===== src/rtl/mem_arb_pkg.sv =====
// Shared types and constants for the two-port memory arbiter.
package mem_arb_pkg;

   typedef enum logic [1:0] {
      ST_IDLE = 2'd0,
      ST_OWN0 = 2'd1,
      ST_OWN1 = 2'd2
   } arb_state_t;

   localparam logic P0 = 1'b0;
   localparam logic P1 = 1'b1;

   function automatic arb_state_t own_state(input logic port);
      return port ? ST_OWN1 : ST_OWN0;
   endfunction

endpackage


===== src/rtl/arb_next_owner.sv =====
// Combinational next-owner decision for the memory port arbiter:
// next state, next last_served and next hold count from the current registered view.
module arb_next_owner
   import mem_arb_pkg::*;
#(
   parameter int unsigned FIXED_PRI = 0,
   parameter int unsigned MAX_HOLD  = 8
) (
   input  logic [1:0]                       state,
   input  logic [1:0]                       reqs,
   input  logic [1:0]                       locks,
   input  logic                             last_served,
   input  logic [$clog2(MAX_HOLD+1)-1:0]    hold_cnt,
   output logic [1:0]                       next_state,
   output logic                             next_last_served,
   output logic [$clog2(MAX_HOLD+1)-1:0]    next_hold_cnt
);
   localparam int unsigned HOLD_W = $clog2(MAX_HOLD + 1);

   arb_state_t cur;
   arb_state_t nxt;
   logic       own;
   logic       oth;
   logic       hold_lim;

   always_comb begin
      cur              = arb_state_t'(state);
      nxt              = ST_IDLE;
      own              = (cur == ST_OWN1);
      oth              = ~own;
      hold_lim         = (hold_cnt == HOLD_W'(MAX_HOLD - 1));
      next_last_served = last_served;
      next_hold_cnt    = '0;

      case (cur)
         ST_IDLE: begin
            if (reqs[P0] && reqs[P1])
               nxt = (FIXED_PRI != 0) ? ST_OWN0 : own_state(~last_served);
            else if (reqs[P0])
               nxt = ST_OWN0;
            else if (reqs[P1])
               nxt = ST_OWN1;
         end
         ST_OWN0, ST_OWN1: begin
            // Hold limit overrides lock so a waiting port is never starved.
            if ((FIXED_PRI != 0) && (cur == ST_OWN1) && reqs[P0] && !locks[P1])
               nxt = ST_OWN0;
            else if (reqs[own] && (locks[own] || !reqs[oth]) && !(reqs[oth] && hold_lim))
               nxt = cur;
            else if (reqs[oth])
               nxt = own_state(oth);
            else
               nxt = ST_IDLE;
         end
         default: nxt = ST_IDLE;
      endcase

      if ((cur != ST_IDLE) && (nxt != cur))
         next_last_served = own;
      if ((cur != ST_IDLE) && (nxt == cur))
         next_hold_cnt = (reqs[own] && reqs[oth] && !hold_lim) ? hold_cnt + 1'b1 : hold_cnt;

      next_state = nxt;
   end

endmodule


===== src/rtl/mem_port_arbiter.sv =====
// Shares one block-RAM port between the core (port 0) and a secondary master (port 1).
// Ownership is registered; grants and the memory mux follow the current owner combinationally.
module mem_port_arbiter
   import mem_arb_pkg::*;
#(
   parameter int unsigned ADDR_W    = 24,
   parameter int unsigned DATA_W    = 16,
   parameter int unsigned FIXED_PRI = 0,
   parameter int unsigned MAX_HOLD  = 8
) (
   input  logic              clk,
   input  logic              reset,
   input  logic              p0_req,
   input  logic              p0_lock,
   input  logic              p0_we,
   input  logic [ADDR_W-1:0] p0_addr,
   input  logic [DATA_W-1:0] p0_wdata,
   output logic              p0_gnt,
   output logic              p0_rvalid,
   output logic [DATA_W-1:0] p0_rdata,
   input  logic              p1_req,
   input  logic              p1_lock,
   input  logic              p1_we,
   input  logic [ADDR_W-1:0] p1_addr,
   input  logic [DATA_W-1:0] p1_wdata,
   output logic              p1_gnt,
   output logic              p1_rvalid,
   output logic [DATA_W-1:0] p1_rdata,
   output logic [ADDR_W-1:0] mem_addr,
   output logic [DATA_W-1:0] mem_wdata,
   output logic              mem_we,
   input  logic [DATA_W-1:0] mem_rdata
);
   localparam int unsigned HOLD_W = $clog2(MAX_HOLD + 1);

   arb_state_t        state;
   logic              last_served;
   logic [HOLD_W-1:0] hold_cnt;
   logic [1:0]        next_state;
   logic              next_last_served;
   logic [HOLD_W-1:0] next_hold_cnt;

   arb_next_owner #(
      .FIXED_PRI (FIXED_PRI),
      .MAX_HOLD  (MAX_HOLD)
   ) u_next_owner (
      .state            (state),
      .reqs             ({p1_req, p0_req}),
      .locks            ({p1_lock, p0_lock}),
      .last_served      (last_served),
      .hold_cnt         (hold_cnt),
      .next_state       (next_state),
      .next_last_served (next_last_served),
      .next_hold_cnt    (next_hold_cnt)
   );

   assign p0_gnt   = (state == ST_OWN0) & p0_req;
   assign p1_gnt   = (state == ST_OWN1) & p1_req;
   assign p0_rdata = mem_rdata;
   assign p1_rdata = mem_rdata;

   always_ff @(posedge clk or posedge reset) begin
      if (reset) begin
         state       <= ST_IDLE;
         last_served <= P1;
         hold_cnt    <= '0;
         p0_rvalid   <= 1'b0;
         p1_rvalid   <= 1'b0;
      end else begin
         state       <= arb_state_t'(next_state);
         last_served <= next_last_served;
         hold_cnt    <= next_hold_cnt;
         p0_rvalid   <= p0_gnt & ~p0_we;
         p1_rvalid   <= p1_gnt & ~p1_we;
      end
   end

   // Write enable is gated by the grant, so a dropped request never writes.
   always_comb begin
      mem_addr  = '0;
      mem_wdata = '0;
      mem_we    = 1'b0;
      case (state)
         ST_OWN0: begin
            mem_addr  = p0_addr;
            mem_wdata = p0_wdata;
            mem_we    = p0_gnt & p0_we;
         end
         ST_OWN1: begin
            mem_addr  = p1_addr;
            mem_wdata = p1_wdata;
            mem_we    = p1_gnt & p1_we;
         end
         default: ;
      endcase
   end

endmodule

===== config.mk =====
export PLATFORM = sky130hd
export DESIGN_NAME = mem_port_arbiter
export DESIGN_NICKNAME = d
export VERILOG_FILES = /design/src/rtl/mem_arb_pkg.sv /design/src/rtl/arb_next_owner.sv /design/src/rtl/mem_port_arbiter.sv
export SDC_FILE = /design/constraint.sdc
export NUM_CORES = 1
export LEC_CHECK = 0
export BUFFER_PORTS_ARGS = -buffer_cell sky130_fd_sc_hd__buf_2
export CORE_AREA = 2 2 71 73
export CTS_BUF_LIST = sky130_fd_sc_hd__clkbuf_4 sky130_fd_sc_hd__clkbuf_8
export DETAILED_ROUTE_END_ITERATION = 8
export DIE_AREA = 0 0 73 75
export PLACE_DENSITY = 0.82
export SYNTH_ARGS = -nofsm -noshare
export SYNTH_HDL_FRONTEND = slang
export SYNTH_HIERARCHICAL = 1
export SYNTH_SLANG_ARGS = --single-unit
export TNS_END_PERCENT = 20

===== constraint.sdc =====
create_clock -name clk -period 2.6 [get_ports clk]
set_clock_uncertainty 0.05 [all_clocks]
set_input_delay 0.39 -clock clk [delete_from_list [all_inputs] [get_ports clk]]
set_output_delay 0.39 -clock clk [all_outputs]
set_load 0.1 [all_outputs]

* Word-level counts from Yosys, hierarchy flattened
Cells that the tools add are included.
** Operators by class
- $add $sub $neg :: 1
- Reduce and logical (&&, ||, !) cells :: 15
- Order comparisons :: 2
- Mux-type cells :: 19
- Eq/ne operators :: 6
- Bitwise gates (word level) :: 9
** Operators with widths (number)
- $pmux W24 S2 :: 1
- $pmux W16 S2 :: 1
- $mux W2 :: 7
- $logic_and A1 B1 Y1 :: 8
- $mux W4 :: 2
- $and A1 B1 Y1 :: 6
- $mux W1 :: 6
- $add A4 B1 Y4 const B :: 1
- $eq A4 B3 Y1 const B :: 1
- $lt A1 B2 Y1 const B :: 2
- $pmux W2 S2 :: 1
- $logic_not A1 Y1 :: 3
- $not A1 Y1 :: 3
- $eq A2 B1 Y1 const B :: 1
- $eq A2 B2 Y1 :: 1
- $eq A2 B2 Y1 const B :: 1
- $logic_not A2 Y1 :: 1
- $ne A2 B2 Y1 :: 1
- $ne A2 B2 Y1 const B :: 1
- $pmux W1 S2 :: 1
- $reduce_bool A2 Y1 :: 1
- $reduce_or A2 Y1 :: 1
- $logic_or A1 B1 Y1 :: 1
** Word-level totals
- Word-level logic and storage cells :: 57
- Input bits :: 104
- Bits in registers :: 9
- Output and inout port bits :: 77

* Longest topological paths before layout
- Depth after elaboration :: 13
- Depth in mapped cells :: 9
- Mapped depth without buffers :: 9

* Cells and area by module
The synthesis kept the hierarchy.
** Modules (own cells, without submodules)
- mem_port_arbiter :: seq. area each 226.5 sq um, area each 1208.7 sq um, times used 1, cells an instance 148
- arb_next_owner :: seq. area each 0.0 sq um, area each 432.9 sq um, times used 1, cells an instance 64

* Worst setup path before layout
Ideal clock, no wire load.
- Path kind :: register to output
- Start :: reg state[1]
- End :: out mem_addr[0]
- Data required time :: 2160 ps
- Stages on the path, launching flop included :: 5
- Data arrival time :: 2305 ps
- Buffers on the path :: 2
- Slack :: -145 ps
- Path through :: dfrtp_1 > ha_1 > buf_1 > buf_2 > nor2_1
** On the way
- Word-level cells in the longest chain between the ends :: 2
- Elaborated cells between the ends (all ways) :: 3
- Classes of those cells :: eq/ne (2); mux (1)
** RTL lines
- start: declaration :: line mem_port_arbiter.sv:36 : arb_state_t state;
- start signal: assignment :: line mem_port_arbiter.sv:70 : state <= arb_state_t'(next_state);
- $eq A2 B2 Y1 / $eq A2 B1 Y1 (equally long branches) :: line mem_port_arbiter.sv:83 : case (state)
- $pmux W24 S2 (*) :: line mem_port_arbiter.sv:83
- end: declaration :: line mem_port_arbiter.sv:29 : output logic [ADDR_W-1:0] mem_addr,
Every way passes the cells marked *; elsewhere a longest branch is shown, timed or not.

* Worst setup path in the final report
- Start :: reg state[1]
- End :: reg last_served
** On the way
- Word-level cells in the longest chain between the ends :: 11
- Elaborated cells between the ends (all ways) :: 23
- Classes of those cells :: eq/ne (3); mux (10); reduce/logical (10)
** RTL lines
- $eq A2 B2 Y1 :: line arb_next_owner.sv:29, arb_next_owner.sv:35
- $mux W1 (not written as such) (2 in series) :: line arb_next_owner.sv:48, arb_next_owner.sv:50
- $logic_not A1 Y1 :: line arb_next_owner.sv:48 : else if (reqs[own] && (locks[own] || !reqs[oth]) && !(reqs[oth] && hold_lim))
- $logic_or A1 B1 Y1 :: line arb_next_owner.sv:48
- $logic_and A1 B1 Y1 (2 in series) :: line arb_next_owner.sv:48
- $mux W2 :: line arb_next_owner.sv:48
- $pmux W2 S2 :: line arb_next_owner.sv:35 : case (cur)
- $ne A2 B2 Y1 :: line arb_next_owner.sv:58 : if ((cur != ST_IDLE) && (nxt != cur))
- $logic_and A1 B1 Y1 :: line arb_next_owner.sv:58
- end signal: assignment :: line mem_port_arbiter.sv:71 : last_served <= next_last_served;
- end: declaration :: line mem_port_arbiter.sv:37 : logic last_served;
Several ways; a longest one is shown, not always the timed one. The select of a mux whose other input is x is not followed.
A chain may end at the register's enable or synchronous reset.

==> results_dict.tcl <==
set metrics [dict create \
    io_buffers 132 \
    cts_buffer_depth 2 \
    avgSynthCellArea_sq_um 7.74 \
    root_buffer "clkbuf_8" \
    cap_violations 0 \
    slowest_delay_ps 450 \
    start_kind "register" \
    dr.pass1.iters 7 \
    fin_crit_ps 2450 \
    setup_ws_ps 155 \
    core_area_sq_um 4660 \
    grt_pass1_vias 1726 \
    cts_hold_buf 0 \
    final_cell_area_sq_um 2770 \
    synth_fa_ha_area_share_pct 4.57 \
    yosysTopAreaCell "buf_4" \
    placementRows 25 \
    avgViaCountPerCell 5.14 \
    fin_hold_ws_ps 62.7 \
    numCtsBuffers 3 \
    final_net_count 416 \
    end_kind "register" \
    totalWireLength_mm 5.60 \
    yosys.area_share.xor_xnor_pct 1.07 \
    vias 1855 \
    pwr-share-clk_pct 3.8 \
    p_int_mw 1.72 \
    ant_nets 0 \
    synth_cells 212 \
    finalSetupViolCount 0 \
    clk_latency_ps 230 \
    ios 181 \
    path_buf_inv 1 \
    placed_area_sq_um 2700 \
    antenna_found_initial 5 \
    drive_gt1_share_pct 55.4 \
    syn_area_sq_um 1640 \
    switchingPower_mw 2.81 \
    drtIter0Drc 53 \
    cts.sinks 9 \
    grt_max_degree 43 \
    start_util_pct 35.2 \
    netlist.area_leader.share_pct 14.6 \
    hold_viol_final 0 \
    overflow 0 \
    peakVddDrop_uv 872 \
    stdcell_count 361 \
    hp-class "in -> async" \
    pwr-share-comb_pct 91.4 \
    finalCritPeriodShare_pct 94.0 \
    path_cells "inv_1 > ha_1 > a21boi_2 > o211a_1 > a21oi_1 > a221oi_1 > o2111a_1 > nor4_1 > mux2_1" \
    htree_levels 1 \
    dieArea_sq_um 5480 \
    drc 0 \
    synthDistinctLibCells 36 \
    fmax_mhz 409 \
    synth-seq-cells 9 \
    tritoncts "done" \
    critical_path.top_delay_family "compound AO/OA/AOI/OAI gates" \
    critical_path.max_fanout 10 \
    seq_power_share_pct 4.8 \
    worstPathRequired_ps 2700 \
    die_height_um 75 \
    p_leak_nw 1.25 \
    place_ws_ps 78.4 \
    multi_input_area_sq_um 1010 \
    switching_share_pct 62.0 \
    netlist_top_cells_area "buf_4, dfrtp_1, a22oi_1, nor2_1, a22oi_2" \
    synthSimpleGateAreaFrac_pct 21.8 \
    grt_pass1_wl_mm 8.21 \
    slew_viol_final 0 \
    outcome "complete, no violations" \
    wl_per_cell_um 15.5 \
    criticalPathCategory "reg -> reg" \
    dp_cells 355 \
    slew-limit-headroom_pct 67.6 \
    grt_use_total_pct 19.1 \
    p_per_area_nw_per_um2 1640 \
    syn-num-nets 322 \
    yosysSeqAreaShare_pct 13.8 \
    routabilityCongestion 0.895 \
    synthMuxAreaShare_pct 3.13 \
    area_growth_pct 68.5 \
    register_area_sq_um 229 \
    path_clk_slew_ps 50 \
    hpwl_mm 4.78 \
    die_w_um 73 \
    synth_compound_area_share_pct 30.3 \
    synth_top_family_by_area "compound AO/OA/AOI/OAI gates" \
    cpMaxStageDelayCell "dfrtp_2" \
    crit_arrival_ps 2550 \
    nFillCells 386 \
    worst_pin_slew_ps 489 \
    ys_warn_count 6 \
]
cell usage after synthesis:
master / count
a221oi_1: 1
nand3_1: 6
dfstp_2: 1
buf_2: 5
buf_6: 10
o41ai_2: 1
a22oi_1: 26
nor2_1: 48
a21oi_1: 1
a22oi_2: 14
nor3b_2: 1
nor4_1: 1
mux2_1: 1
nand3_2: 2
o2111ai_1: 1
xnor2_1: 2
buf_4: 32
a21o_4: 1
o221ai_2: 1
buf_1: 1
o31ai_1: 1
nor2b_1: 3
a21oi_2: 1
nor3_1: 1
nand2_1: 11
o211a_1: 1
a21boi_0: 2
and2_1: 4
ha_1: 6
o2111a_1: 1
a31oi_1: 1
nand4_1: 1
dfrtp_1: 8
mux2i_1: 4
nand2b_1: 2
inv_1: 9
power by group through the flow:
stage | registers, mW | logic (mW) | clock network [mW]
3_3_place_gp | 0.213 | 4.10 | 0
5_1_grt | 0.228 | 4.33 | 0.187
2_1_floorplan | 0.231 | 3.06 | 0
4_1_cts | 0.214 | 4.15 | 0.177
3_5_place_dp | 0.216 | 4.14 | 0
6_report | 0.219 | 4.14 | 0.171
cell type report:
| type | count | share of cell area [%] |
|---|---|---|
| antenna | 2 | 0.181 |
| clock buffer | 4 | 1.76 |
| inverter | 9 | 1.22 |
| multi-input combinational | 146 | 36.6 |
| sequential | 9 | 8.28 |
| tap | 54 | 2.44 |
| timing repair buffer | 137 | 49.5 |
metal layers:
metal | vias up | track usage [%] | part of all wire (%)
met5 | - | 0 | 0.73
met4 | 6 | 1.23 | 0.036
met3 | 6 | 10.0 | 11
met2 | 109 | 32.9 | 53
met1 | 834 | 22.1 | 35
li1 | 900 | - | -
final timing paths:
kind / depth (start not counted) / slack (ps) / from / to
worst min-delay path: 2 / 60 / reset / p1_rvalid$_DFF_PP0_
max in group asynchronous: 2 / 2140 / reset / last_served$_DFF_PP1_
worst min register to register: 2 / 540 / hold_cnt[0]$_DFF_PP0_ / hold_cnt[0]$_DFF_PP0_
worst max register to register: 9 / 150 / state[1]$_DFF_PP0_ / last_served$_DFF_PP1_
worst max-delay path: 9 / 150 / state[1]$_DFF_PP0_ / last_served$_DFF_PP1_
min in group clk: 2 / 290 / p1_we / p1_rvalid$_DFF_PP0_
stage by stage:
step / util, % / power, mW / TNS, ps
after floorplan: - / 3.29 / -5810
after global placement: 58.0 / 4.31 / 0
after detailed placement: 58.0 / 4.35 / 0
after CTS: 59.0 / 4.54 / 0
after global routing: 59.3 / 4.75 / -53.3
final: 59.4 / 4.53 / 0
flip-flops by register name, summed over array words and instances, names as in the netlist:
signal and count:
hold_cnt 4, p1_rvalid 1, state 2, last_served 1, p0_rvalid 1
cell families after synthesis:
group,count (synthesis)
AOI/OAI and AO/OA,53
buffers and inverters,57
xor gates and xnor gates,2
adders and majority gates,6
DFF,9
muxes,5
and+or+nand+nor,80
cell usage in the layout, fill, tap and decap left out, drive strengths merged, types with 2 or more instances in the layout:
cell type / netlist / routed
dfrtp: 8 / 8
nor2: 48 / 48
nor2b: 3 / 3
nand3: 8 / 8
nand2: 11 / 11
a21boi: 2 / 2
xnor2: 2 / 2
ha: 6 / 6
clkbuf: 0 / 4
nand2b: 2 / 2
and2: 4 / 4
buf: 48 / 137
a22oi: 40 / 40
a21oi: 2 / 2
diode: 0 / 2
mux2i: 4 / 4
inv: 9 / 9
what timing repair did:
action | CTS | global route
endpoints found under the setup margin | 0 | 5
buffers inserted | 0 | 0
gates resized for setup | 0 | 5
No activity file was read; power rests on OpenSTA's default activity.
